===== src/rtl/cr_gray2bin_pipe.sv =====
// Pipelined Gray-to-binary decoder with a one-bit-step checker on accepted input words.
// Latency: pStages cycles from the acceptance cycle to B_Valid when never stalled; one word per cycle.
// Backpressure: per-stage valids with bubble collapsing; B/StepErr hold while B_Valid & !B_Ready.
module cr_gray2bin_pipe #(
    parameter int pWidth  = 4,
    parameter int pStages = 1
) (
    input  logic              Clk,
    input  logic              Rst,
    input  logic              G_Valid,
    output logic              G_Ready,
    input  logic [pWidth-1:0] G,
    output logic              B_Valid,
    input  logic              B_Ready,
    output logic [pWidth-1:0] B,
    output logic              StepErr
);

    // Illegal parameters reference a module that does not exist so the build stops.
    if (pWidth < 2) begin : g_bad_width
        cr_gray2bin_pipe_illegal_width u_bad_width ();
    end
    if (pStages < 1 || pStages > pWidth) begin : g_bad_stages
        cr_gray2bin_pipe_illegal_stages u_bad_stages ();
    end

    // S guards array sizes and the divide when the stage count is illegal.
    localparam int S = (pStages < 1) ? 1 : pStages;
    // Bits resolved per stage; the last stage takes whatever is left.
    localparam int K = (pWidth + S - 1) / S;

    // Number of MSBs already in binary form after n stages (the MSB is binary for free).
    function automatic int rdone(input int n);
        int r;
        r = n * K;
        if (r > pWidth) r = pWidth;
        if (r < 1) r = 1;
        return r;
    endfunction

    // Turn Gray bits into binary for the bits between rin and rout resolved MSBs,
    // walking downward so each bit sees its already-resolved upper neighbour.
    function automatic logic [pWidth-1:0] resolve(input logic [pWidth-1:0] w,
                                                  input int rin, input int rout);
        logic [pWidth-1:0] r;
        r = w;
        for (int i = pWidth - 2; i >= 0; i--) begin
            if (i <= pWidth - 1 - rin && i >= pWidth - rout) begin
                r[i] = r[i] ^ r[i+1];
            end
        end
        return r;
    endfunction

    logic [S-1:0]      vld;
    logic [S-1:0]      load;
    logic [pWidth-1:0] dat [S];
    logic              err [S];
    logic [pWidth-1:0] gprev;
    logic              have_prev;
    logic              room;
    logic              in_xfer;

    // Advance chain from the output backward: a stage may load when it is empty
    // or the stage after it will take its contents this cycle.
    always_comb begin
        room = B_Ready;
        load = '0;
        for (int j = S - 1; j >= 0; j--) begin
            load[j] = !vld[j] | room;
            room    = load[j];
        end
    end

    assign G_Ready = load[0] & !Rst;
    assign in_xfer = G_Valid & G_Ready;

    // Outputs are forced idle while reset is held so nothing in flight leaks out.
    assign B_Valid = vld[S-1] & !Rst;
    assign B       = Rst ? '0 : dat[S-1];
    assign StepErr = err[S-1] & !Rst;

    // Stage registers, step-check history, and synchronous reset of all of them.
    always_ff @(posedge Clk) begin
        if (Rst) begin
            vld       <= '0;
            gprev     <= '0;
            have_prev <= 1'b0;
            for (int j = 0; j < S; j++) begin
                dat[j] <= '0;
                err[j] <= 1'b0;
            end
        end else begin
            if (in_xfer) begin
                gprev     <= G;
                have_prev <= 1'b1;
                dat[0]    <= resolve(G, rdone(0), rdone(1));
                err[0]    <= have_prev && ($countones(G ^ gprev) > 1);
            end
            if (load[0]) begin
                vld[0] <= in_xfer;
            end
            for (int j = 1; j < S; j++) begin
                if (load[j]) begin
                    vld[j] <= vld[j-1];
                    if (vld[j-1]) begin
                        dat[j] <= resolve(dat[j-1], rdone(j), rdone(j + 1));
                        err[j] <= err[j-1];
                    end
                end
            end
        end
    end

endmodule


===== config.mk =====
export PLATFORM = sky130hd
export DESIGN_NAME = cr_gray2bin_pipe
export DESIGN_NICKNAME = d
export VERILOG_FILES = /design/src/rtl/cr_gray2bin_pipe.sv
export SDC_FILE = /design/constraint.sdc
export NUM_CORES = 1
export LEC_CHECK = 0
export CAP_MARGIN = 30
export CELL_PAD_IN_SITES_DETAIL_PLACEMENT = 1
export CELL_PAD_IN_SITES_GLOBAL_PLACEMENT = 1
export CORE_MARGIN = 4
export CORE_UTILIZATION = 35
export CTS_BUF_LIST = sky130_fd_sc_hd__clkbuf_4
export CTS_CLUSTER_SIZE = 25
export DETAILED_ROUTE_END_ITERATION = 10
export PLACE_DENSITY = 0.88
export SLEW_MARGIN = 15
export SYNTH_ARGS = -nofsm -noshare
export SYNTH_HDL_FRONTEND = slang
export SYNTH_SLANG_ARGS = --single-unit

===== constraint.sdc =====
create_clock -name Clk -period 2 [get_ports Clk]
set_input_delay 0.2 -clock Clk [delete_from_list [all_inputs] [get_ports Clk]]
set_output_delay 0.2 -clock Clk [all_outputs]
set_load 0.01 [all_outputs]

==> run summary, run 1 <==
status: complete, no violations
largest net degree at the start of global routing: 15
Die Area: 2270 sq um
initial antenna violation count: 0
H-tree Lvls: 1
area growth from synthesis to layout: 35.3%
# resized after CTS: 0
RSZ-0062 raised after global routing: false
First-pass DRT Iterations: 2
min-delay worst type: reg2reg
die height: 47.6 um
Final ANT Viol Nets: 0
hold buffer count at CTS: 0
TritonCTS Buffers: 3
final core utilization: 49.9%
Max Cap Viol: 0
# DRC: 0
Max Slew Vio Count: 0
GRT overflow: 0
reg2reg end: err[0]$_DFFE_PP_
Critical Path Source: Rst
global placement routability congestion: 0.838
Leak: 0.296 nW
Starting Density: 36.9%
All-Layer GR Usage: 11.7%
Yosys cell types: 18
top cells by area, synth: edfxtp_1 (27%), dfxtp_1 (22%), nor2b_1 (9.1%), xnor2_1 (8.0%), nand2b_1 (4.6%)
reg2reg path depth: 4
Post-Place Worst Slack: 0.0903 ns
Core Area: 1490 sq um
Syn Area/Cell: 10.2 sq um
post-synth top area share: 27.3%
Crit path top cell by count: clkdlybuf4s50_1
crit path max-delay cell type: clkdlybuf4s50_1
highest ir drop seen on vdd: 0.000340 V
num rows: 14
Setup CP Type: in2out
synth warn: 0
Clock Tree Buf Depth: 2
Setup TNS: 0 ns
Die X: 47.6 um
Final setup viols: 0
io pins: 15
Vias/cell: 4.74
vias in the first global route: 378
CP Max Fanout: 14
register area share after synthesis: 49.2%
Synth Cell Area: 549 sq um
Synth Instances: 54
most frequent cells after synthesis: nor2b_1 (8), dfxtp_1 (6), nor2_1 (6)
number of port buffers: 14
CTS tree: done
Reg2Reg Setup Slack: 0.50 ns
Hold EP: gprev[0]$_SDFFE_PP0P_
Critical Path AT: 1.44 ns
most frequent cell after synthesis: nor2b_1
diode count: 0
Slew HR: 72.3%
Synth area leader: edfxtp_1
number of synthesized flops with an enable pin: 5
first-pass GRT wire length: 1.77 mm
initial DRC count: 2
Clock Sinks: 11
max frequency: 0.610 GHz
Layout Nets: 82
Reg-to-Reg Start: gprev[0]$_SDFFE_PP0P_
Setup Buffers After CTS: 0
post-route clock period utilization: 82.0%
Slew @ Worst Pin: 0.415 ns
Clock Latency Late Sink: 0.26 ns
Routed WL: 1.12 mm
Final Critical Period: 1.64 ns
CP cell instances: clkdlybuf4s50_1 -> buf_4 -> nor2b_1 -> clkdlybuf4s50_1
Syn Nets: 63
Largest stage delay, worst path: 0.54 ns
critical path data required time: 1.80 ns
Vias: 417
Cell Pwr Density: 706 nW/um^2
Hold Path Stages: 2
Critical Path End Type: primary output
fillcell total: 171
drt wl/cell: 12.7 um
top_reg_cell synth: dfxtp_1
skew final: 0.00289 ns
CTS root buf: clkbuf_4
worst hold start: gprev[0]$_SDFFE_PP0P_
Critical Path Start Type: input port
Tot Pwr: 525 uW
layout cells sized above 1: 6.94%
Final WS setup: 0.360 ns
async set-reset flop share out of synthesis: 0%
Crit path buffers/inverters: 3
Worst path top cell family by delay: buffers and inverters
Final Hold Viols: 0
Synth Register Bits: 11
Worst-path clk slew: 0.07 ns
## layout make-up
| class | instances | area (sq um) | share of cell area (%) |
|---|---|---|---|
| Multi-Input combinational cell | 40 | 268 | 36.0 |
| Tap cell | 16 | 20.0 | 2.69 |
| Clock buffer | 4 | 30.0 | 4.04 |
| Sequential cell | 11 | 270 | 36.4 |
| Inverter | 2 | 7.51 | 1.01 |
| Timing Repair Buffer | 15 | 148 | 19.9 |
## through the flow
stage	area, sq um	std cells	hold WS (ns)
CTS	743	88	0.492
global route	743	88	0.514
finish	743	88	0.486
global placement	713	84	0.457
floorplan	549	54	0.321
detailed placement	713	84	0.478
## flip-flops by register name, summed over array words and instances (netlist names)
name and flops:
dat 4, gprev 4, err 1, have_prev 1, vld 1
## per-layer routing
layer	vias to the layer above	share of wire (%)	GRT usage, %
met2	13	47	18.7
li1	217	-	-
met4	0	0.81	4.84
met3	2	6.9	2.26
met1	185	45	15.4
met5	-	0	0
## worst reg2reg max path, delay by kind of cell (launching register included)
family	cells	cell delay (ns)
adder cells (fa/ha/maj)	1	0.53
flip-flops	1	0.32
AND/OR/NAND/NOR	1	0.18
XOR/XNOR	1	0.15
AO/OA/AOI/OAI	1	0.09
## cell families after synthesis
| logic type | after synthesis | share of synthesized area [%] |
|---|---|---|
| compound gates | 7 | 6.83 |
| simple gates | 25 | 24.6 |
| flops | 11 | 49.2 |
| xor+xnor | 7 | 13.7 |
| fa+ha+maj | 1 | 3.64 |
| buf+inv | 3 | 2.05 |
## worst max path at each step
stage                            end  depth (start not counted)
finish                          B[3]                          4
global route                    B[3]                          4
CTS                             B[3]                          4
detailed placement  err[0]$_DFFE_PP_                          5
global placement    err[0]$_DFFE_PP_                          5
floorplan           err[0]$_DFFE_PP_                          4
## cell usage in the layout (no fill, tap or decap), drive strengths merged
cell type      netlist  layout
and2                 1       1
nand3                3       3
buf                  0       1
dfxtp                6       6
a21o                 1       1
nor2                 6       6
o21ai                5       5
nand2b               4       4
edfxtp               5       5
a21oi                1       1
xnor3                1       1
xor2                 1       1
fa                   1       1
clkdlybuf4s50        0      14
xnor2                5       5
inv                  2       2
clkbuf               1       4
and3                 2       2
nor2b                8       8
nand2                1       1
## where the power goes
group | internal [mW] | switching (mW) | leakage (nW)
registers | 0.254 | 0.00750 | 0.104
clock network | 0.0904 | 0.0691 | 0.0184
logic | 0.0574 | 0.0461 | 0.173
total | 0.402 | 0.123 | 0.296
Power figures use the tool's default switching activity.
==> inputs of run 2 (changes only) <==
--- a/config.mk
+++ b/config.mk
@@ -9,11 +9,11 @@
 export CELL_PAD_IN_SITES_DETAIL_PLACEMENT = 1
 export CELL_PAD_IN_SITES_GLOBAL_PLACEMENT = 1
 export CORE_MARGIN = 4
-export CORE_UTILIZATION = 35
+export CORE_UTILIZATION = 33
 export CTS_BUF_LIST = sky130_fd_sc_hd__clkbuf_4
 export CTS_CLUSTER_SIZE = 25
 export DETAILED_ROUTE_END_ITERATION = 10
-export PLACE_DENSITY = 0.88
+export PLACE_DENSITY = 0.87
 export SLEW_MARGIN = 15
 export SYNTH_ARGS = -nofsm -noshare
 export SYNTH_HDL_FRONTEND = slang
==> constraint.sdc (replaced) <==
create_clock -name Clk -period 1.5 [get_ports Clk]
set_input_delay 0.15 -clock Clk [delete_from_list [all_inputs] [get_ports Clk]]
set_output_delay 0.15 -clock Clk [all_outputs]
set_load 0.01 [all_outputs]
==> run summary, run 2 (same netlist as run 1, synthesis figures left out) <==
First-pass DRT Iterations: 4 (was 2)
Starting Density: 35.6% (was 36.9%)
Final Critical Period: 1.46 ns
Routed WL: 1.47 mm (was 1.12 mm)
global placement routability congestion: 0.883 (was 0.838)
skew final: 0.000817 ns (was 0.00289 ns)
Vias/cell: 4.87 (was 4.74)
Leak: 0.382 nW (was 0.296 nW)
Slew HR: 79.5% (was 72.3%)
Critical Path AT: 1.50 ns (was 1.44 ns)
worst hold start: G[0] (was gprev[0]$_SDFFE_PP0P_)
number of port buffers: 14 (unchanged)
# DRC: 0 (unchanged)
first-pass GRT wire length: 2.46 mm (was 1.77 mm)
RSZ-0062 raised after global routing: true (was false)
H-tree Lvls: 1 (unchanged)
GRT overflow: 0 (unchanged)
All-Layer GR Usage: 14.4% (was 11.7%)
reg2reg end: err[0]$_DFFE_PP_ (unchanged)
Setup Buffers After CTS: 0 (unchanged)
Clock Sinks: 11 (unchanged)
Max Cap Viol: 0 (unchanged)
reg2reg path depth: 4 (unchanged)
post-route clock period utilization: 97.0%
Final Hold Viols: 0 (unchanged)
largest net degree at the start of global routing: 11 (was 15)
Reg2Reg Setup Slack: 0.04 ns (was 0.50 ns)
Vias: 477 (was 417)
Post-Place Worst Slack: -0.347 ns (was 0.0903 ns)
Largest regs: dat: 4 flops, gprev: 4 flops (unchanged)
CTS tree: done (unchanged)
layout cells sized above 1: 23.2% (was 6.94%)
Die Area: 2380 sq um (was 2270 sq um)
initial DRC count: 8 (was 2)
final std cells w/o fill: 98 (was 88)
initial antenna violation count: 0 (unchanged)
die height: 48.8 um (was 47.6 um)
highest ir drop seen on vdd: 0.000440 V (was 0.000340 V)
status: complete, no violations (unchanged)
Setup CP Type: reg2reg (was in2out)
commonest non-fill, non-tap cell in the layout: buf_4 (was clkdlybuf4s50_1)
multi-input logic area: 283 sq um (was 268 sq um)
num rows: 14 (unchanged)
drt wl/cell: 15.0 um (was 12.7 um)
Critical Path Start Type: flip-flop (was input port)
most frequent cells in the layout: buf_4 (11), dlygate4sd2_1 (9), nor2b_1 (8) (was clkdlybuf4s50_1 (14), nor2b_1 (8), nor2_1 (6), dfxtp_1 (6))
critical path data required time: 1.54 ns (was 1.80 ns)
Clock Tree Buf Depth: 2 (unchanged)
Hold EP: gprev[0]$_SDFFE_PP0P_ (unchanged)
Worst-path clk slew: 0.07 ns (about the same)
Critical Path End Type: flip-flop (was primary output)
fillcell total: 172 (was 171)
max frequency: 0.687 GHz
vias in the first global route: 510 (was 378)
Final setup viols: 0 (unchanged)
Clock Latency Late Sink: 0.28 ns (was 0.26 ns)
Final ANT Viol Nets: 0 (unchanged)
TritonCTS Buffers: 3 (unchanged)
Core Area: 1540 sq um (was 1490 sq um)
Slew @ Worst Pin: 0.306 ns (was 0.415 ns)
Reg-to-Reg Start: gprev[0]$_SDFFE_PP0P_ (unchanged)
Cell Pwr Density: 911 nW/um^2 (was 706 nW/um^2)
register area: 273 sq um (was 270 sq um)
io pins: 15 (unchanged)
hpwl dp: 1.15 mm
Final WS setup: 0.0443 ns (was 0.360 ns)
area growth from synthesis to layout: 50.1% (was 35.3%)
CTS root buf: clkbuf_4 (unchanged)
hold buffer count at CTS: 0 (unchanged)
min-delay worst type: in2reg (was reg2reg)
Max Slew Vio Count: 0 (unchanged)
Layout Nets: 92 (was 82)
diode count: 0 (unchanged)
Hold Path Stages: 3 (was 2)
placed cells: 94 (was 84)
CP Max Fanout: 2 (was 14)
Die X: 48.8 um (was 47.6 um)
[run 2: cell types whose count changed in the layout (fill, tap and decap cells not counted), sizes merged]
cell	delta
buf	+10
clkdlybuf4s50	-9
dlygate4sd2	+9
[run 2: how the worst max path moves through the flow]
| stage | startpoint | to | slack, ns | cells after the start |
|---|---|---|---|---|
| 3_5_place_dp | G[0] | err[0]$_DFFE_PP_ | -0.35 | 5 |
| 2_1_floorplan | gprev[0]$_SDFFE_PP0P_ | err[0]$_DFFE_PP_ | 0.07 | 4 |
| 3_3_place_gp | G[0] | err[0]$_DFFE_PP_ | -0.29 | 5 |
| 4_1_cts | gprev[3]$_SDFFE_PP0P_ | err[0]$_DFFE_PP_ | 0.01 | 4 |
| 5_1_grt | gprev[0]$_SDFFE_PP0P_ | err[0]$_DFFE_PP_ | -0.01 | 4 |
| 6_report | gprev[0]$_SDFFE_PP0P_ | err[0]$_DFFE_PP_ | 0.04 | 4 |
[run 2: per-stage QoR]
step | utilization (%) | power (mW) | setup TNS [ns] | area [sq um] | hold WS [ns]
after global placement | 51.1 | 0.514 | -0.557 | 788 | 0.458
final | 53.5 | 0.751 | 0 | 825 | 0.360
after global routing | 53.5 | 0.796 | -0.0109 | 825 | 0.391
after floorplan | - | 0.429 | 0 | 549 | 0.271
after CTS | 53.5 | 0.758 | 0 | 825 | 0.366
after detailed placement | 51.1 | 0.526 | -0.856 | 788 | 0.485
[run 2: area by class of cell]
cell class | count | area share (%)
clock buffer | 4 | 3.64
inverter | 2 | 0.910
multi-input combinational | 40 | 34.3
sequential | 11 | 33.1
tap | 16 | 2.43
timing repair buffer | 25 | 25.6
[run 2: power breakdown]
part	total [mW]	switching, mW	internal [mW]
sequential	0.352	0.0121	0.340
clock	0.233	0.111	0.122
combinational	0.167	0.0738	0.0930
total	0.751	0.197	0.554
[run 2: layer usage]
layer  track usage [%]  wire, um
met5                 0         0
met4              10.8        64
met3              4.28        85
met2              24.3       737
met1              14.7       581
[run 2: critical path: stages (launching register included)]
cell	delay [ns]
dfxtp_2	0.34
xnor2_2	0.14
fa_1	0.55
o21ai_1	0.06
and3_1	0.14
[run 2: repair_timing]
| action | CTS | global route |
|---|---|---|
| gates resized for setup | 14 | 0 |
| setup endpoints to repair | 8 | 1 |
| pin swaps | 1 | 4 |
==> inputs of run 3 (changes only) <==
--- a/config.mk
+++ b/config.mk
@@ -13,7 +13,7 @@
 export CTS_BUF_LIST = sky130_fd_sc_hd__clkbuf_4
 export CTS_CLUSTER_SIZE = 25
 export DETAILED_ROUTE_END_ITERATION = 10
-export PLACE_DENSITY = 0.87
+export PLACE_DENSITY = 0.76
 export SLEW_MARGIN = 15
 export SYNTH_ARGS = -nofsm -noshare
 export SYNTH_HDL_FRONTEND = slang
==> run summary, run 3 (same netlist as run 1, synthesis figures left out) <==
status: complete, no violations (unchanged)
max frequency: 0.691 GHz (was 0.687 GHz)
Critical Path Start Type: flip-flop (unchanged)
Reg-to-Reg Start: gprev[1]$_SDFFE_PP0P_ (was gprev[0]$_SDFFE_PP0P_)
RSZ-0062 raised after global routing: false (was true)
Die X: 48.8 um (unchanged)
CP cell instances: xnor2_2 -> fa_1 -> o21ai_1 -> and3_1 (unchanged)
skew final: 0.00176 ns (was 0.000817 ns)
Worst path top cell family by delay: adder cells (unchanged)
Cell Pwr Density: 881 nW/um^2 (was 911 nW/um^2)
Max Cap Viol: 0 (unchanged)
Final setup viols: 0 (unchanged)
Final ANT Viol Nets: 0 (unchanged)
Hold Path Stages: 4 (was 3)
most frequent cells in the layout: buf_4 (11), nor2b_1 (8), dlygate4sd2_1 (8) (was buf_4 (11), dlygate4sd2_1 (9), nor2b_1 (8))
Die Area: 2380 sq um (unchanged)
highest ir drop seen on vdd: 0.000564 V (was 0.000440 V)
Vias/cell: 4.88 (was 4.87)
Clock Latency Late Sink: 0.26 ns (was 0.28 ns)
critical path data required time: 1.52 ns (was 1.54 ns)
hpwl dp: 1.00 mm (was 1.15 mm)
Worst-path clk slew: 0.07 ns (about the same)
Vias: 478 (was 477)
min-delay worst type: in2reg (unchanged)
Clock Tree Buf Depth: 2 (unchanged)
CTS tree: done (unchanged)
Starting Density: 35.6% (unchanged)
crit path max-delay cell type: fa_1 (unchanged)
Clock Sinks: 11 (unchanged)
drt wl/cell: 13.5 um (was 15.0 um)
Critical Path End Type: flip-flop (unchanged)
Largest regs: dat: 4 flops, gprev: 4 flops (unchanged)
layout cells sized above 1: 23.2% (unchanged)
area growth from synthesis to layout: 50.8% (was 50.1%)
worst hold start: G[1] (was G[0])
Hold EP: gprev[1]$_SDFFE_PP0P_ (was gprev[0]$_SDFFE_PP0P_)
diode count: 0 (unchanged)
placed cells: 94 (unchanged)
reg2reg path depth: 4 (unchanged)
first-pass GRT wire length: 2.26 mm (was 2.46 mm)
hold buffer count at CTS: 0 (unchanged)
Largest stage delay, worst path: 0.54 ns (was 0.55 ns)
io pins: 15 (unchanged)
Final Hold Slack: 0.359 ns (was 0.360 ns)
Setup CP Type: reg2reg (unchanged)
largest net degree at the start of global routing: 13 (was 11)
vias in the first global route: 486 (was 510)
fillcell total: 190 (was 172)
initial DRC count: 7 (was 8)
Final Critical Period: 1.45 ns (was 1.46 ns)
initial antenna violation count: 0 (unchanged)
Crit path buffers/inverters: 0 (unchanged)
GRT overflow: 0 (unchanged)
TritonCTS Buffers: 3 (unchanged)
reg2reg end: err[0]$_DFFE_PP_ (unchanged)
post-route clock period utilization: 96.5% (was 97.0%)
All-Layer GR Usage: 12.4% (was 14.4%)
Max Slew Vio Count: 0 (unchanged)
Leak: 0.390 nW (was 0.382 nW)
Slew @ Worst Pin: 0.192 ns (was 0.306 ns)
Final Hold Viols: 0 (unchanged)
die height: 48.8 um (unchanged)
CP Max Fanout: 2 (unchanged)
Reg2Reg Setup Slack: 0.05 ns (was 0.04 ns)
Routed WL: 1.32 mm (was 1.47 mm)
First-pass DRT Iterations: 4 (unchanged)
Slew HR: 87.2% (was 79.5%)
Core Area: 1540 sq um (unchanged)
Layout Nets: 92 (unchanged)
commonest non-fill, non-tap cell in the layout: buf_4 (unchanged)
global placement routability congestion: 0.725 (was 0.883)
final std cells w/o fill: 98 (unchanged)
num rows: 14 (unchanged)
# DRC: 0 (unchanged)
CTS root buf: clkbuf_4 (unchanged)
H-tree Lvls: 1 (unchanged)
number of port buffers: 14 (unchanged)
Critical Path AT: 1.47 ns (was 1.50 ns)
[run 3: layout make-up]
cell class                      instances  area (sq um)  area share [%]
Timing Repair Buffer                   25           215            26.0
Clock buffer                            4          30.0            3.63
Multi-Input combinational cell         40           283            34.1
Inverter                                2          7.51           0.906
Sequential cell                        11           273            32.9
Tap cell                               16          20.0            2.42
[run 3: worst max path at each step]
stage / from / to / slack, ns / cells past startpoint
after CTS: G[1] / err[0]$_DFFE_PP_ / 0.0003 / 5
final: gprev[1]$_SDFFE_PP0P_ / err[0]$_DFFE_PP_ / 0.05 / 4
after detailed placement: G[0] / err[0]$_DFFE_PP_ / -0.29 / 5
after floorplan: gprev[0]$_SDFFE_PP0P_ / err[0]$_DFFE_PP_ / 0.07 / 4
after global routing: gprev[1]$_SDFFE_PP0P_ / err[0]$_DFFE_PP_ / 0.0007 / 4
after global placement: G[0] / err[0]$_DFFE_PP_ / -0.24 / 5
[run 3: metal layers]
metal	track usage, %	share of wire [%]	up-vias
li1	-	-	235
met1	13.9	41	229
met2	21.5	51	14
met3	5.50	7.2	0
met4	2.69	0	0
met5	0	0	-
[run 3: power by group]
part	leakage (nW)	total [mW]	internal [mW]	switching [mW]
combinational	0.266	0.158	0.0896	0.0683
clock	0.0184	0.221	0.121	0.0997
sequential	0.105	0.351	0.340	0.0118
[run 3: stage by stage]
stage               power (mW)  utilization (%)  TNS [ns]  worst slack [ns]  instance area (sq um)
global route             0.774             53.7         0          0.000745                    828
finish                   0.730             53.7         0            0.0530                    828
global placement         0.511             51.1    -0.551            -0.243                    788
detailed placement       0.516             51.1    -0.747            -0.287                    788
CTS                      0.732             53.0         0          0.000288                    817
floorplan                0.429                -         0            0.0727                    549
[run 3: timing repair]
item | CTS | global route
gates resized for setup | 10 | 4
pin swaps | 1 | 4
setup endpoints to repair | 8 | 1
buffers inserted | 0 | 0
[run 3: worst min-delay path: cells and delay by family]
family | cells | cell delay [ns]
buffers and inverters | 2 | 0.29
AOI/OAI and AO/OA | 1 | 0.08
and+or+nand+nor | 1 | 0.07
